<file path="src/rtl/keypad_debounce_scheduler_pkg.sv">
// Shared timer-input definitions: FSM encoding, default settle length
// and keypad key codes.
package keypad_debounce_scheduler_pkg;

  typedef enum logic [2:0] {
    IDLE    = 3'd0,
    SETTLE  = 3'd1,
    EMIT    = 3'd2,
    HOLD    = 3'd3,
    RELEASE = 3'd4
  } state_t;

  localparam int SETTLE_CYCLES_DEF = 5;

  localparam logic [3:0] KEY_0 = 4'd0;
  localparam logic [3:0] KEY_1 = 4'd1;
  localparam logic [3:0] KEY_2 = 4'd2;
  localparam logic [3:0] KEY_3 = 4'd3;
  localparam logic [3:0] KEY_4 = 4'd4;
  localparam logic [3:0] KEY_5 = 4'd5;
  localparam logic [3:0] KEY_6 = 4'd6;
  localparam logic [3:0] KEY_7 = 4'd7;
  localparam logic [3:0] KEY_8 = 4'd8;
  localparam logic [3:0] KEY_9 = 4'd9;

endpackage

</file>
<file path="src/rtl/keypad_debounce_scheduler_key_priority_encoder.sv">
// Lowest-index-wins encoder for the keypad lines.
// Ports: keys (in), idx = lowest set line, any_key = some line high.
module key_priority_encoder #(
  parameter int NUM_KEYS = 10
) (
  input  logic [NUM_KEYS-1:0] keys,
  output logic [3:0]          idx,
  output logic                any_key
);

  always_comb begin
    idx = '0;
    for (int i = NUM_KEYS - 1; i >= 0; i--) begin
      if (keys[i]) idx = 4'(i);
    end
  end

  assign any_key = |keys;

endmodule

</file>
<file path="src/rtl/keypad_debounce_scheduler.sv">
// Keypad debouncer: one shared settle counter, one strobe per press.
// Ports: clock, clear (sync, low), enable, keys -> key_code, key_valid, busy.
module keypad_debounce_scheduler
  import keypad_debounce_scheduler_pkg::*;
#(
  parameter int NUM_KEYS      = 10,
  parameter int SETTLE_CYCLES = SETTLE_CYCLES_DEF,
  parameter int CNT_W         = 3
) (
  input  logic                clock,
  input  logic                clear,
  input  logic                enable,
  input  logic [NUM_KEYS-1:0] keys,
  output logic [3:0]          key_code,
  output logic                key_valid,
  output logic                busy
);

  if (NUM_KEYS > 16 || NUM_KEYS < 1) begin : g_bad_keys
    $error("NUM_KEYS must be in 1..16");
  end
  if ((1 << CNT_W) <= SETTLE_CYCLES) begin : g_bad_cnt
    $error("CNT_W too narrow for SETTLE_CYCLES");
  end

  localparam logic [CNT_W-1:0] LAST = CNT_W'(SETTLE_CYCLES - 1);

  state_t           state, state_n;
  logic [CNT_W-1:0] count, count_n;
  logic [3:0]       cand, cand_n;
  logic [3:0]       low_idx;
  logic             any_key;
  logic             cand_hit;

  key_priority_encoder #(
    .NUM_KEYS (NUM_KEYS)
  ) u_enc (
    .keys    (keys),
    .idx     (low_idx),
    .any_key (any_key)
  );

  assign cand_hit = |(keys & (NUM_KEYS'(1) << cand));

  always_comb begin
    state_n = state;
    count_n = count;
    cand_n  = cand;
    unique case (state)
      IDLE: begin
        if (enable && any_key) begin
          cand_n  = low_idx;
          count_n = '0;
          state_n = SETTLE;
        end
      end
      SETTLE: begin
        if (!cand_hit || !enable) state_n = IDLE;
        else if (count == LAST)   state_n = EMIT;
        else                      count_n = count + 1'b1;
      end
      EMIT: state_n = HOLD;
      HOLD: begin
        if (!any_key) begin
          count_n = '0;
          state_n = RELEASE;
        end
      end
      RELEASE: begin
        // any bounce restarts release qualification
        if (any_key)            count_n = '0;
        else if (count == LAST) state_n = IDLE;
        else                    count_n = count + 1'b1;
      end
      default: state_n = IDLE;
    endcase
  end

  always_ff @(posedge clock) begin
    if (!clear) begin
      state     <= IDLE;
      count     <= '0;
      cand      <= KEY_0;
      key_code  <= KEY_0;
      key_valid <= 1'b0;
      busy      <= 1'b0;
    end else begin
      state     <= state_n;
      count     <= count_n;
      cand      <= cand_n;
      // strobe is registered out of EMIT, so it lands on the HOLD entry edge
      key_valid <= (state == EMIT);
      if (state == EMIT) key_code <= cand;
      busy      <= (state_n != IDLE);
    end
  end

endmodule

</file>
<file path="config.mk">
export PLATFORM = sky130hd
export DESIGN_NAME = keypad_debounce_scheduler
export DESIGN_NICKNAME = d
export VERILOG_FILES = /design/src/rtl/keypad_debounce_scheduler_pkg.sv /design/src/rtl/keypad_debounce_scheduler_key_priority_encoder.sv /design/src/rtl/keypad_debounce_scheduler.sv
export SDC_FILE = /design/constraint.sdc
export NUM_CORES = 1
export LEC_CHECK = 0
export ABC_AREA = 1
export ABC_CLOCK_PERIOD_IN_PS = 3100
export CAP_MARGIN = 10
export CORE_ASPECT_RATIO = 1.1
export CORE_MARGIN = 1.5
export CORE_UTILIZATION = 40
export CTS_CLUSTER_DIAMETER = 200
export CTS_CLUSTER_SIZE = 40
export DETAILED_ROUTE_END_ITERATION = 16
export SLEW_MARGIN = 20
export SYNTH_ARGS = -nofsm -noshare
export SYNTH_HDL_FRONTEND = slang
export SYNTH_SLANG_ARGS = --single-unit
</file>
<file path="constraint.sdc">
create_clock -name clock -period 3.1 [get_ports clock]
set_input_delay 0.62 -clock clock [delete_from_list [all_inputs] [get_ports clock]]
set_output_delay 0.62 -clock clock [all_outputs]
set_load 0.02 [all_outputs]
</file>
==> results of run 1 <==
-- cell families (layout without fill, tap and decap cells) --
group / count (synthesis) / in the layout / share of synthesized area, %
flops: 16 / 16 / 30.0
compound gates: 30 / 30 / 15.1
simple gates: 83 / 83 / 42.8
fa+ha+maj: 2 / 2 / 2.34
buf+inv: 22 / 43 / 8.09
xor+xnor: 2 / 2 / 1.64
-- synthesized netlist by cell type --
library cell,number
a211oi_1,1
a21oi_1,14
a21oi_2,1
buf_4,1
dfxtp_1,16
ha_1,2
inv_1,15
inv_2,6
nand2_1,23
nand2_2,5
nand2_4,5
nand3_1,15
nand3_2,1
nand4_1,1
nor2_1,20
nor2_2,4
nor2_4,2
nor2_8,1
nor3_1,2
nor3_2,2
nor3b_2,1
o21ai_0,9
o21ai_1,3
o21bai_1,1
o31ai_1,1
or2_1,1
xnor2_1,1
xor2_1,1
-- power by group through the flow --
stage          registers, uW  logic, uW  clock network, uW
2_1_floorplan            235       95.3                  0
3_3_place_gp             235        137                  0
3_5_place_dp             236        139                  0
4_1_cts                  231        140                146
5_1_grt                  233        157                153
6_report                 231        140                145
-- area by class of cell --
cell class              count  share of cell area (%)
clock buffers               4                    2.76
repair buffers             18                    13.7
well taps                  31                    2.95
multi-input cells         117                    50.2
inverters                  21                    5.99
flip-flops and latches     16                    24.4
-- state kept, by name, summed over array words and instances (netlist names) --
name / cells
count: 3
cand: 4
key_valid: 1
key_code: 4
state: 3
busy: 1
-- worst register-to-register path, stage by stage, from the launching register on --
cell and delay [ps]:
dfxtp_1 410, inv_1 100, ha_1 220, nand2_1 190, xor2_1 110, or2_1 220
o31ai_1 70, nand3_1 120, a21oi_2 140
-- path summary, 6_finish.rpt --
check	start	cells after the start	slack, ps	endpoint
setup reg to reg	count[0]	8	1470	count[0]
hold / removal	count[0]	2	510	count[0]
setup / recovery	keys[5]	13	1180	count[1]
hold reg to reg	count[0]	2	510	count[0]
-- routing by layer --
layer	routed length (microns)	part of all wire (%)	global-route usage, %
met4	37	1.5	5.86
met3	79	3.2	3.66
met2	1190	48	30.2
met1	1160	47	25.0
met5	0	0	0
-- stage by stage --
step	instance area, sq um	power (uW)	utilization, %
3_3_place_gp	1280	372	50.7
2_1_floorplan	1070	330	-
4_1_cts	1320	517	52.2
6_report	1320	515	52.2
3_5_place_dp	1280	375	50.7
5_1_grt	1320	543	52.2
==> key figures, run 1 <==
Pwr
  • Cell leakage power: 0.000578 uW
  • Sw Share: 32.8%
  • Maximum VDD drop: 0.295 mV
  • Clk pwr share: 28.1%
  • Psw: 169 uW
  • Gate power share: 27.1%
  • Sequential share of power: 44.8%
  • Pwr dens: 392 nW/um^2
  • Internal: 346 uW

Worst setup path
  • CP max FO: 5
  • Arr. time, crit path: 2120 ps
  • CP max-delay cell: clkdlybuf4s50_1
  • Slowest Stage Delay on Critical Path: 460 ps
  • Largest delay contributor family on the critical path: simple AND/OR/NAND/NOR gates
  • CP Buf/Inv Count: 1
  • WS Path Type: in2reg
  • Worst setup EP type: flip-flop
  • Crit-path cells: clkdlybuf4s50_1 > nor2_2 > nand2_1 > nor2_4 > nand2_4 > nand2_2 > nand2_2 > nand2_4 > nor2_8 > nand2_4 > nand2_1 > nand2_1 > nor2_2
  • Worst path required time: 3300 ps
  • CP startpoint kind: input pin

Finish
  • Nets: 192
  • Layout overhead on the synthesized area: 23.2%
  • Multi-input logic area: 661 sq um
  • Finished Layout Cells: 207
  • Most common cell after layout, fill and taps aside: nand2_1
  • Diode count: 0
  • Fillcell total: 252
  • Layout cells sized above 1: 18.2%
  • FF/Latch Area: 320 sq um
  • Most frequent cells in the layout: 23 x nand2_1, 20 x nor2_1, 18 x clkdlybuf4s50_1

STA
  • Setup WS post-layout: 1180 ps
  • Max Clk Rate: 520 MHz
  • Worst Max-Slew Pin Slew: 463 ps
  • Post-route minimum period: 1920 ps
  • Final period util: 62.0%
  • Unrepaired setup endpoints after global routing: no
  • Fin. max-slew vios: 0
  • Relative slew slack: 69.0%
  • Hold Slack: 514 ps
  • Setup TNS: 0 ps
  • Setup violators final: 0
  • Final hold vios: 0
  • Final Skew: 2.49 ps

Route
  • Vias per Instance: 4.95
  • DR WL/cell: 11.9 microns
  • Total iterations of the first detailed-routing run: 4
  • Total Wirelength: 2470 microns
  • Drt drc: 0
  • Vias post-DR: 1,025
  • Number of DRC markers after the initial detailed-route iteration: 29
  • Post-route ant nets: 0

Place
  • Post-DP HPWL: 1960 microns
  • Placed insts: 203
  • Number of I/O port buffers: 18
  • Final RePlAce weighted congestion: 0.846
  • Worst slack at placement: 859 ps

Die
  • Initial core utilization: 42.4%
  • Die Ht: 57.2 microns
  • Num ports: 19
  • Num rows: 19
  • Die W: 52.3 microns
  • Die Area: 2990 sq um
  • Core box area: 2520 sq um

Clock network
  • Root buf cell: clkbuf_4
  • Post-CTS setup buffers: 0
  • CTS Hold Bufs: 0
  • Worst-path clk slew: 100 ps
  • Post-cts sizing count: 0
  • CTS sink cnt: 16
  • Clk_lat worst skew: 290 ps
  • CTS H-Tree Depth: 1
  • TritonCTS Buffers: 3
  • CTS tree: built
  • Clock buffer depth: 2

Logic synthesis
  • Area share of the largest cell type after synthesis: 30.0%
  • Syn. warnings: 0
  • Synth area leader: dfxtp_1
  • Sequential element share of the synthesized area: 30.0%
  • Most area-consuming cells after synthesis: dfxtp_1 30%, nand2_1 8.1%, nand3_1 7.0%
  • #FFs+latches synth: 16
  • Syn Inst Count: 155
  • Netlist cell types: 28
  • Synthesized area: 1070 sq um
  • Mean Syn Cell Area: 6.89 sq um
  • Syn nets: 170

Global routing
  • Initial antenna violation count: 0
  • Pin count of the biggest net entering global routing: 14
  • GRT overflow: 0
  • Vias in the first global route: 956
  • Total Routing Usage GR: 18.7%
  • First-pass GRT wire length: 4240 microns

Run
  • Reported max-cap violation count: 0

Hold path
  • Hold Crit Class: reg2reg

Run status
  • Status: completed
(Power assumes the default switching activity.)
==> run 2, diff against run 1 <==
--- a/config.mk
+++ b/config.mk
@@ -6,7 +6,7 @@
 export NUM_CORES = 1
 export LEC_CHECK = 0
 export ABC_AREA = 1
-export ABC_CLOCK_PERIOD_IN_PS = 3100
+export ABC_CLOCK_PERIOD_IN_PS = 1500
 export CAP_MARGIN = 10
 export CORE_ASPECT_RATIO = 1.1
 export CORE_MARGIN = 1.5
@@ -14,6 +14,7 @@
 export CTS_CLUSTER_DIAMETER = 200
 export CTS_CLUSTER_SIZE = 40
 export DETAILED_ROUTE_END_ITERATION = 16
+export PLACE_DENSITY = 0.66
 export SLEW_MARGIN = 20
 export SYNTH_ARGS = -nofsm -noshare
 export SYNTH_HDL_FRONTEND = slang
==> constraint.sdc (replaced) <==
create_clock -name clock -period 1.5 [get_ports clock]
set_input_delay 0.3 -clock clock [delete_from_list [all_inputs] [get_ports clock]]
set_output_delay 0.3 -clock clock [all_outputs]
set_load 0.02 [all_outputs]
==> run 2 against run 1 <==
Effect of this change: global-route usage grew 2.7 points; final cell count grew 9.7%; clock power grew 61%; via count grew 12%; largest power group unchanged; total power grew 100%; clock skew grew 1.5 ps; sequential power grew 110%; final area grew 14%; largest cell class unchanged.
==> key figures, run 2 (synthesis results as in run 1) <==
Finish
  • Layout overhead on the synthesized area: 41.0%
  • Diode count: 0
  • Fillcell total: 252
  • Finished Layout Cells: 227
  • Top Registers: cand x4, key_code x4
  • Design Area, Final: 1510 sq um
  • Nets: 213
  • Final Util: 59.7%
  • Most frequent cells in the layout: 21 x nand2_1, 21 x buf_4, 16 x nor2_1
  • Layout cells sized above 1: 35.7%

STA
  • Setup violators final: 0
  • Final hold vios: 0
  • Worst Max-Slew Pin Slew: 398 ps
  • Final Skew: 4.01 ps
  • Setup TNS: 0 ps
  • Setup WS post-layout: 50.7 ps
  • Post-route minimum period: 1450 ps
  • Relative slew slack: 73.4%
  • Final period util: 96.6%
  • Fin. max-slew vios: 0
  • Max Clk Rate: 690 MHz
  • Unrepaired setup endpoints after global routing: yes

Die
  • Num ports: 19
  • Num rows: 19
  • Die W: 52.3 microns
  • Die Ht: 57.2 microns
  • Core box area: 2520 sq um
  • Initial core utilization: 42.4%
  • Die Area: 2990 sq um

Worst setup path
  • CP max FO: 5
  • CP Buf/Inv Count: 2
  • Crit-path cells: clkdlybuf4s50_1 > inv_2 > nand3_2 > nor2_4 > nand2_4 > nand2_4 > nand2_2 > nand2_4 > nor2_8 > nand2_4 > nand2_1 > nand2_1 > nor2_2
  • CP max-delay cell: clkdlybuf4s50_1
  • CP startpoint kind: input pin
  • CP dominant cell by count: nand2_4
  • Slowest Stage Delay on Critical Path: 440 ps
  • Worst path required time: 1700 ps
  • Worst setup EP type: flip-flop
  • Arr. time, crit path: 1650 ps
  • WS Path Type: in2reg
  • Reg2reg path depth: 12
  • RR Startpoint: cand[1]
  • Critical Path Start: keys[0]
  • Largest delay contributor family on the critical path: simple AND/OR/NAND/NOR gates
  • CP Depth: 13

Clock network
  • Clock buffer depth: 2
  • CTS Hold Bufs: 0
  • CTS tree: built
  • Clk_lat worst skew: 300 ps
  • CTS H-Tree Depth: 1
  • TritonCTS Buffers: 3
  • Root buf cell: clkbuf_4
  • CTS sink cnt: 16
  • Worst-path clk slew: 90 ps

Global routing
  • Initial antenna violation count: 0
  • GRT overflow: 0
  • Total Routing Usage GR: 21.4%
  • Pin count of the biggest net entering global routing: 13
  • Vias in the first global route: 1,139
  • First-pass GRT wire length: 4830 microns

Route
  • Drt drc: 0
  • Post-route ant nets: 0
  • Vias per Instance: 5.08
  • Number of DRC markers after the initial detailed-route iteration: 35
  • Total iterations of the first detailed-routing run: 4
  • DR WL/cell: 12.3 microns
  • Total Wirelength: 2790 microns
  • Vias post-DR: 1,153

Place
  • Placed Area: 1430 sq um
  • Worst slack at placement: -381 ps
  • Placed insts: 223
  • Final RePlAce weighted congestion: 0.906
  • Post-DP HPWL: 2190 microns
  • Number of I/O port buffers: 18

Hold path
  • HP Start: keys[1]
  • Hold path cells: 5
  • Hold Crit Class: in2reg

Run
  • Reported max-cap violation count: 0

Pwr
  • Pwr dens: 701 nW/um^2
  • Cell leakage power: 0.000734 uW
  • Maximum VDD drop: 0.725 mV

Run status
  • Status: completed
==> run 2: changes by cell type in the layout (fill, tap and decap cells not counted), moves of 4 or more <==
cell             before  now
inv_1                15   11
dlygate4sd2_1         0   12
dfxtp_1              16   12
nor2_2                4    8
buf_4                 0   21
nor2_1               20   16
inv_2                 6   10
clkdlybuf4s50_1      18    4
==> run 2: cell type report <==
class / count / area (sq um) / share of cell area (%)
multi-input combinational: 117 / 707 / 47.0
inverter: 21 / 78.8 / 5.24
tap: 31 / 38.8 / 2.58
sequential: 16 / 330 / 21.9
timing repair buffer: 39 / 328 / 21.8
clock buffer: 3 / 22.5 / 1.50
==> run 2: final timing paths <==
| path | to | slack, ps |
|---|---|---|
| worst max-delay path | count[1] | 50 |
| worst min-delay path | cand[0] | 440 |
| worst max register to register | count[1] | 70 |
| worst min register to register | key_code[0] | 540 |
==> run 2: what timing repair did <==
item | CTS | global route
setup buffers | 1 | 0
endpoints found under the setup margin | 12 | 11
pin swaps | 6 | 2
gates resized for setup | 17 | 21
==> run 2: metrics by stage <==
step | hold slack [ps] | power (uW)
6_report | 443 | 1050
5_1_grt | 458 | 1130
4_1_cts | 557 | 1050
3_5_place_dp | 522 | 812
3_3_place_gp | 523 | 800
2_1_floorplan | 438 | 682
==> run 2: worst min-delay path: stages <==
cell            delay (ps)
dlymetal6s2s_1         140
inv_2                   70
o21ai_1                 60
nand2_1                 70
a21oi_1                 60
==> run 2: routing by layer <==
layer	share of wire [%]	GRT usage, %	vias to the layer above
li1	-	-	586
met1	46	27.1	540
met2	49	35.8	20
met3	2.4	2.88	7
met4	2.6	9.52	0
met5	0	0	-
==> run 2: report_power, final <==
group	internal [uW]	leakage (uW)	switching (uW)
Clock	93.8	0.0000138	140
Combinational	150	0.000587	190
Sequential	450	0.000133	31.2
